## config.mk

```make
export PLATFORM = sky130hd
export DESIGN_NAME = serial_add_ctrl
export DESIGN_NICKNAME = d
export VERILOG_FILES = /design/src/rtl/serial_add_ctrl.sv
export SDC_FILE = /design/constraint.sdc
export NUM_CORES = 1
export LEC_CHECK = 0
export ABC_AREA = 0
export BUFFER_PORTS_ARGS = -buffer_cell sky130_fd_sc_hd__buf_2
export CAP_MARGIN = 20
export CORE_MARGIN = 5
export CORE_UTILIZATION = 30
export CTS_CLUSTER_DIAMETER = 200
export DETAILED_ROUTE_END_ITERATION = 8
export PLACE_DENSITY = 0.54
export SYNTH_ARGS = -nofsm -noshare
export SYNTH_HDL_FRONTEND = slang
export SYNTH_SLANG_ARGS = --single-unit
```

## constraint.sdc

```tcl
create_clock -name clk -period 1.4 [get_ports clk]
set_input_delay 0.28 -clock clk [delete_from_list [all_inputs] [get_ports clk]]
set_output_delay 0.28 -clock clk [all_outputs]
set_load 0.02 [all_outputs]
```

## src/rtl/serial_add_ctrl.sv

```systemverilog
// Bit-serial add/subtract sequencer: one full-adder slice reused LSB-first,
// with valid/ready handshakes on the operand and result sides.
module serial_add_ctrl #(
    parameter int WIDTH = 8
) (
    input  logic             clk,
    input  logic             rst_n,
    input  logic             in_valid,
    output logic             in_ready,
    input  logic [WIDTH-1:0] a,
    input  logic [WIDTH-1:0] b,
    input  logic             sub,
    output logic             busy,
    output logic             out_valid,
    input  logic             out_ready,
    output logic [WIDTH-1:0] sum,
    output logic             carry_out,
    output logic             overflow
);

    localparam int CNT_W = $clog2(WIDTH + 1);
    localparam logic [CNT_W-1:0] LAST_BIT = CNT_W'(WIDTH - 1);

    typedef enum logic [1:0] {
        IDLE = 2'd0,
        RUN  = 2'd1,
        DONE = 2'd2
    } state_t;

    state_t           state_q, state_d;
    logic [WIDTH-1:0] sa_q, sa_d;
    logic [WIDTH-1:0] sb_q, sb_d;
    logic [WIDTH-1:0] res_q, res_d;
    logic [CNT_W-1:0] cnt_q, cnt_d;
    logic             c_q, c_d;
    logic             carry_q, carry_d;
    logic             ovf_q, ovf_d;

    logic sumBit;
    logic cOut;

    // The single shared full-adder slice; subtraction arrives pre-inverted with carry-in = 1.
    assign sumBit = sa_q[0] ^ sb_q[0] ^ c_q;
    assign cOut   = (sa_q[0] & sb_q[0]) | (sa_q[0] & c_q) | (sb_q[0] & c_q);

    always_ff @(posedge clk or negedge rst_n) begin
        if (!rst_n) begin
            state_q <= IDLE;
            sa_q    <= '0;
            sb_q    <= '0;
            res_q   <= '0;
            cnt_q   <= '0;
            c_q     <= 1'b0;
            carry_q <= 1'b0;
            ovf_q   <= 1'b0;
        end else begin
            state_q <= state_d;
            sa_q    <= sa_d;
            sb_q    <= sb_d;
            res_q   <= res_d;
            cnt_q   <= cnt_d;
            c_q     <= c_d;
            carry_q <= carry_d;
            ovf_q   <= ovf_d;
        end
    end

    always_comb begin
        state_d   = state_q;
        sa_d      = sa_q;
        sb_d      = sb_q;
        res_d     = res_q;
        cnt_d     = cnt_q;
        c_d       = c_q;
        carry_d   = carry_q;
        ovf_d     = ovf_q;
        in_ready  = 1'b0;
        busy      = 1'b0;
        out_valid = 1'b0;

        case (state_q)
            IDLE: begin
                in_ready = 1'b1;
                if (in_valid) begin
                    sa_d    = a;
                    sb_d    = b ^ {WIDTH{sub}};
                    c_d     = sub;
                    cnt_d   = '0;
                    state_d = RUN;
                end
            end
            RUN: begin
                busy  = 1'b1;
                sa_d  = sa_q >> 1;
                sb_d  = sb_q >> 1;
                res_d = {sumBit, res_q[WIDTH-1:1]};
                c_d   = cOut;
                cnt_d = cnt_q + CNT_W'(1);
                // On the MSB, c_q is the carry into it and cOut the carry out of it.
                if (cnt_q == LAST_BIT) begin
                    ovf_d   = c_q ^ cOut;
                    carry_d = cOut;
                    state_d = DONE;
                end
            end
            DONE: begin
                out_valid = 1'b1;
                if (out_ready) begin
                    state_d = IDLE;
                end
            end
            default: begin
                state_d = IDLE;
            end
        endcase
    end

    assign sum       = res_q;
    assign carry_out = carry_q;
    assign overflow  = ovf_q;

endmodule

```

======== Word level (Yosys, flattened, before mapping) ========
Cells that the tools add are included.
cells by class
  reductions and logical operators ........ 5
  add/sub/neg operators ................... 1
  muxes and demuxes ....................... 15
  eq/ne operators ......................... 6
  bitwise gates (word level) .............. 9
operator list
  cell                 count
  $pmux 8 s2           2
  $mux 8               2
  $pmux 4 s2           1
  $xor 8x8->8          1
  $mux 2               3
  $ne 2x2->1 const B   3
  $pmux 2 s3           1
  $add 4x1->4 const B  1
  $eq 4x3->1 const B   1
  $mux 1               4
  $mux 4               1
  $reduce_and 2->1     2
  $and 1x1->1          3
  $reduce_and 3->1     1
  $xor 1x1->1          3
  $eq 2x1->1 const B   1
  $eq 2x2->1 const B   1
  $logic_not 2->1      1
  $or 1x1->1           2
  $pmux 1 s2           1
  $reduce_bool 2->1    1
word-level totals
  bits in registers ....................... 33

======== Logic depth before layout (Yosys ltp) ========
Gate-level depths: netlist (run 1).
  word-level depth ........................ 4
  gate-level depth with buffers ........... 5
  gate-level depth less buffers ........... 4

======== Worst setup path before layout (run 1) ========
OpenSTA, ideal clock, no wires.
  kind .................................... register to register
  from .................................... reg sa_q[0]
  to ...................................... reg ovf_q, in the netlist overflow
  arrival ................................. 1.257 ns
  slack ................................... 0.018 ns
  stages on the path, launching flop included .. 4
  cell sequence ........................... dfrtp_1 -> fa_1 -> xor2_1 -> mux2_2
on the way
  cells in the longest elaborated chain, start to end .. 4
  elaborated cells between the ends (all ways) .. 5
  those cells by class .................... bitwise: 5
RTL lines
  what                          line  text
  start: declaration            31    logic [WIDTH-1:0] sa_q, sa_d;
  start signal: assignment      49    sa_q <= '0;
  start signal: assignment      58    sa_q <= sa_d;
  $and 1x1->1                   44    assign cOut = (sa_q[0] & sb_q[0]) | (sa_q[0] & c_q) | (sb_q[0] & c_q);
  $or 1x1->1 (*) (2 in series)  44
  net cOut                      40    logic cOut;
  $xor 1x1->1 (*)               101   ovf_d = c_q ^ cOut;
  end signal: assignment        64    ovf_q <= ovf_d;
  end: declaration              37    logic ovf_q, ovf_d;
Mark *: on every way through the listed nets, which the timed path passes. The rest lies on a longest branch.
A chain may end at the register's enable or synchronous reset.

======== Worst setup path after layout (run 1) ========
  from .................................... reg state_q[1]
  to ...................................... out out_valid
on the way
  cells in the longest elaborated chain, start to end .. 2
RTL lines
  what                      line  text
  start: declaration        30    state_t state_q, state_d;
  start signal: assignment  57    state_q <= state_d;
  $eq 2x2->1                81    case (state_q)
  $mux 1                    81
  end: declaration          14    output logic out_valid,
Every way passes these cells.

==> flow_summary.toml, run 1 <==
[logic_synthesis]
synthCells = 164
ys_ff_latch = 33
synth_fp_nets = 187
avgSynthCellArea_um2 = 9.949
netlist_area_um2 = 1632
seq_area_frac_synth_pct = 50.61
yosys_warnings = 0
yosysUniqueCellTypes = 30

[grt]
overflow = 0
antenna_found_initial = 0
grt_pass1_vias = 1465
grt_max_degree = 22
grt_util_all_layers_pct = 12.10
grt_pass1_wl_um = 6879

[route]
routedWlPerCell_um = 13.60
drc_errors = 0
ant_nets = 0
num_vias = 1366
avgViaCountPerCell = 4.743
initialDrtViolationCount = 56
firstDrtPassIters = 4
wirelength_um = 3916

[cells_and_area]
final_cell_mix = "nand2_1 (37), dfrtp_1 (32), buf_2 (30)"
final_nets = 241
fin_area_um2 = 2178
area_growth_pct = 33.51
diodes = 0
drive_gt1_share_pct = 36.24
fin_util_pct = 41.85
n_fill_cell = 571
final_common_cell = "nand2_1"

[run]
drv_cap = 0

[die]
die_h_um = 83.75
die_x_um = 83.75
core_area_um2 = 5205
io_pins = 34
dieArea_um2 = 7013
row_count = 26
start_util_pct = 31.35

[cts]
htreeDepth = 2
clkSlewWorstSetupHoldPaths_ns = 0.07
clock-sinks = 33
cts-root-buf = "clkbuf_8"
worstSkewPairLatency_ns = 0.28
numCtsBuffers = 5
cts_tree = "yes"
cts_buffer_depth = 2

[timing]
hold_viol_final = 0
worst_slew_margin_rel_pct = 78.46
finalSetupViolations = 1
rsz0062_at_grt = "true"
finalCritPeriodShare_pct = 100.2
final_max_slew_viol_count = 0
clock_skew_ns = 0.004676
tns_ns = -0.002540
layout_setup_ws_ns = -0.002540
whs_ns = 0.2836
max_freq_mhz = 713.0
tightest_slew_ns = 0.3232
min_period_ns = 1.403

[power_and_ir_drop]
ir_drop_v = 0.0006380
comb_power_share_pct = 45.7
switching_share_pct = 37.51
intPower_uw = 2708
power_frac_seq_pct = 37.8
leakagePower_uw = 0.001026
p_per_area_nw_per_um2 = 1989
clock_power_share_pct = 16.6
p_sw_uw = 1625

[outcome]
violations = "setup timing"
status = "finished, violations left"

[worst_setup_path]
critPathKind = "reg2out"
crit_required_ns = 1.12
crit_fanout = 4
worstPathArrival_ns = 1.12
end_kind = "output port"
critPathLaunchType = "flop"

[place]
dpl.hpwl_um = 2705
place_congestion = 0.6975
numPortBuffers = 33
place_area_um2 = 1954

[hold_path]
hp-class = "in2reg"
==> metal layers <==
metal | global-route usage (%) | routed length [um] | up-vias
met1 | 15.71 | 1914 | 658
li1 | - | - | 677
met4 | 4.240 | 44 | 0
met3 | 3.455 | 180 | 5
met5 | 0 | 0 | -
met2 | 19.23 | 1777 | 26
==> layout make-up <==
cell class,instances,area (um2),share of cell area [%]
clock buffer,7,86.33,3.963
inverter,3,13.76,0.6318
multi-input combinational,117,765.7,35.15
sequential,33,827.0,37.97
tap,70,87.58,4.021
timing repair buffer,58,397.9,18.27
==> repair_timing <==
item                                   in CTS  in global routing
endpoints found under the hold margin      12                  0
resized for setup                          13                  9
buffers inserted                            8                  1
hold buffers                                1                  0
setup endpoints to repair                   4                 16
pin swaps                                   0                  2
==> worst paths after layout <==
| check | end | startpoint | slack (ns) | cells past startpoint |
|---|---|---|---|---|
| max in group asynchronous | state_q[0] | rst_n | 0.54 | 3 |
| hold / removal | sa_q[3] | a[3] | 0.28 | 3 |
| min in group asynchronous | cnt_q[1] | rst_n | 0.44 | 2 |
| setup reg to reg | overflow | state_q[1] | 0.03 | 4 |
| hold reg to reg | sum[0] | sum[0] | 0.47 | 2 |
| setup / recovery | out_valid | state_q[1] | -0.003 | 3 |
==> power groups by stage <==
stage               Sequential (uW)  Combinational [uW]  Clock [uW]
floorplan                      1750                 999           0
global placement               1630                1740           0
detailed placement             1640                1760           0
CTS                            1630                1960         746
global route                   1700                2240         788
finish                         1640                1980         718
==> registers in the layout (all words and copies together), names as in the netlist <==
signal / count
sb_q: 8
c_q: 1
state_q: 2
sa_q: 8
carry_out: 1
sum: 8
overflow: 1
cnt_q: 4
==> Yosys cell counts (all sizes together) <==
cell	count	area share, %
nor3	1	0.61
nand2	37	8.5
a41oi	1	0.54
fa	1	1.2
buf	10	3.6
a21oi	9	2.8
o21ai	12	3.7
a21o	1	0.46
nor2b	11	4.2
o211ai	4	1.8
a22oi	12	5.5
clkbuf	1	0.23
o311ai	1	0.54
ha	1	0.77
o21bai	1	0.69
o221ai	2	1.8
nor2	4	1.1
or3b	1	0.54
nand2b	1	0.84
dfrtp	33	51
nand3	2	0.61
a22o	2	1.1
mux2	3	2.1
a221o	1	0.61
xnor2	7	3.8
inv	3	0.69
xor2	2	1.1
==> critical path: stages (launching register included) <==
cell and delay (ns):
dfrtp_1 0.42, buf_6 0.14, nor2b_2 0.16, buf_6 0.13
==> logic make-up (layout without fill, tap and decap cells) <==
family | after synthesis | count (layout) | share of synthesized area (%)
adders and majority gates | 2 | 2 | 1.994
DFF | 33 | 33 | 50.61
buffers and inverters | 14 | 68 | 4.524
and+or+nand+nor | 57 | 57 | 16.41
muxes | 3 | 3 | 2.070
xor gates and xnor gates | 9 | 9 | 4.832
AOI/OAI and AO/OA | 46 | 46 | 19.56
==> per-stage QoR <==
step / std cells / power, uW / setup WS (ns)
2_1_floorplan: 164 / 2749 / 0.01813
3_3_place_gp: 272 / 3363 / -0.001139
3_5_place_dp: 272 / 3394 / -0.04387
4_1_cts: 288 / 4340 / -0.02345
5_1_grt: 288 / 4722 / -0.04738
6_report: 288 / 4333 / -0.002540
(Power assumes the default switching activity.)
==> run 2, diff against run 1 <==
--- a/config.mk
+++ b/config.mk
@@ -8,11 +8,12 @@
 export ABC_AREA = 0
 export BUFFER_PORTS_ARGS = -buffer_cell sky130_fd_sc_hd__buf_2
 export CAP_MARGIN = 20
-export CORE_MARGIN = 5
+export CORE_MARGIN = 2
 export CORE_UTILIZATION = 30
 export CTS_CLUSTER_DIAMETER = 200
+export CTS_CLUSTER_SIZE = 20
 export DETAILED_ROUTE_END_ITERATION = 8
-export PLACE_DENSITY = 0.54
+export PLACE_DENSITY = 0.52
 export SYNTH_ARGS = -nofsm -noshare
 export SYNTH_HDL_FRONTEND = slang
 export SYNTH_SLANG_ARGS = --single-unit
==> constraint.sdc (replaced) <==
create_clock -name clk -period 1.5 [get_ports clk]
set_input_delay 0.3 -clock clk [delete_from_list [all_inputs] [get_ports clk]]
set_output_delay 0.3 -clock clk [all_outputs]
set_load 0.02 [all_outputs]
==> run 2 against run 1 <==
Net effect:
- the run now ends clean
- combinational power is 17% lower
- sequential power is 5% lower
- first-iteration DRC count is 8.9% higher
- critical path type unchanged
- critical path depth stayed put
==> flow_summary.toml, run 2 (synthesis gave the netlist of run 1 again) <==
[outcome]
status = "finished, final reports clean"

[cts]
cts_tree = "yes"
worstSkewPairLatency_ns = 0.29
clock-sinks = 33
cts-root-buf = "clkbuf_8"
cts_buffer_depth = 2
numCtsBuffers = 5
htreeDepth = 2
clkSlewWorstSetupHoldPaths_ns = 0.07

[timing]
rsz0062_at_grt = "false"
whs_ns = 0.2923
finalCritPeriodShare_pct = 96.75
layout_setup_ws_ns = 0.04881
min_period_ns = 1.451
tightest_slew_ns = 0.3551
max_freq_mhz = 689.1
hold_viol_final = 0
clock_skew_ns = 0.005966
worst_slew_margin_rel_pct = 76.03
tns_ns = 0
final_max_slew_viol_count = 0
finalSetupViolations = 0

[place]
dpl.hpwl_um = 2492
post-place-ws_ns = 0.06354
numPortBuffers = 33
placed_cells = 266
place_congestion = 0.7091

[die]
die_x_um = 77.75
core_area_um2 = 5172
dieArea_um2 = 6044
start_util_pct = 31.54
row_count = 26
die_h_um = 77.75
io_pins = 34

[power_and_ir_drop]
p_total_uw = 3959
comb_power_share_pct = 41.4
p_per_area_nw_per_um2 = 1850
ir_drop_v = 0.0006849
clock_power_share_pct = 19.1
intPower_uw = 2458
p_sw_uw = 1501
leakagePower_uw = 0.001009
power_frac_seq_pct = 39.4
switching_share_pct = 37.92

[grt]
grt_max_degree = 21
overflow = 0
antenna_found_initial = 0
grt_pass1_vias = 1264
grt_pass1_wl_um = 6417
grt_util_all_layers_pct = 13.69

[route]
num_vias = 1315
ant_nets = 0
wirelength_um = 3724
drc_errors = 0
avgViaCountPerCell = 4.614
routedWlPerCell_um = 13.07
initialDrtViolationCount = 61
firstDrtPassIters = 4

[worst_setup_path]
worstPathArrival_ns = 1.15
path_buf_inv = 2
worst_path_max_delay_cell = "dfrtp_2"
critPathKind = "reg2out"
reg2reg_setup_slack_ns = 0.11
critPathTopFamily = "flip-flops"
cp_cell_sequence = "buf_12 > nor2b_4 > buf_4"
critPathLaunchType = "flop"
end_kind = "output port"
crit_fanout = 8
critical_path.max_stage_delay_ns = 0.45
crit_required_ns = 1.20

[run]
drv_cap = 0

[cells_and_area]
diodes = 0
area_growth_pct = 31.21
drive_gt1_share_pct = 35.81
final_common_cell = "nand2_1"
fin_cells = 285
final_nets = 237
final_cell_mix = "nand2_1 (37), dfrtp_1 (31), buf_2 (31)"

[hold_path]
hp-class = "in2reg"
## run 2: path summary, 6_finish.rpt
kind	startpoint	to	depth (start not counted)
max reg2reg	state_q[0]	cnt_q[3]	5
min in group asynchronous	rst_n	sum[1]	2
min	b[7]	sb_q[7]	4
max	state_q[0]	out_valid	3
min reg2reg	sum[0]	sum[0]	2
max in group asynchronous	rst_n	state_q[0]	3
## run 2: routing by layer
layer | GRT usage (%) | wire length [um]
met5 | 0 | 0
met4 | 4.286 | 23
met3 | 5.116 | 195
met2 | 19.48 | 1642
met1 | 19.16 | 1863
## run 2: power by group through the flow
stage	clock network (uW)	registers (uW)	logic, uW
after floorplan	0	1630	933
after global placement	0	1560	1450
after detailed placement	0	1560	1460
after CTS	779	1550	1550
after global routing	827	1620	1850
final	758	1560	1640
## run 2: worst reg2reg max path, delay by kind of cell, from the launching register on
family | cells | cell delay [ns]
DFF | 1 | 0.45
buffers and inverters | 2 | 0.30
and+or+nand+nor | 1 | 0.09
AOI/OAI and AO/OA | 2 | 0.43
## run 2: final cells by class
class,instances,area [um2]
fill,513,3032
sequential,33,828.3
multi-input combinational,117,749.5
timing repair buffer,54,359.1
clock buffer,7,96.34
tap,70,87.58
inverter,3,15.01
clock inverter,1,5.005
## run 2: repair_timing
action / in CTS / in global routing
buffers inserted: 3 / 7
gates resized for setup: 7 / 8
setup endpoints to repair: 3 / 13
hold buffers: 1 / 0
hold endpoints to repair: 13 / 0
## run 2: stage by stage
stage | cell area [um2] | util, %
global placement | 1909 | 36.91
floorplan | 1632 | -
CTS | 2066 | 39.94
finish | 2141 | 41.39
detailed placement | 1909 | 36.91
global route | 2141 | 41.39
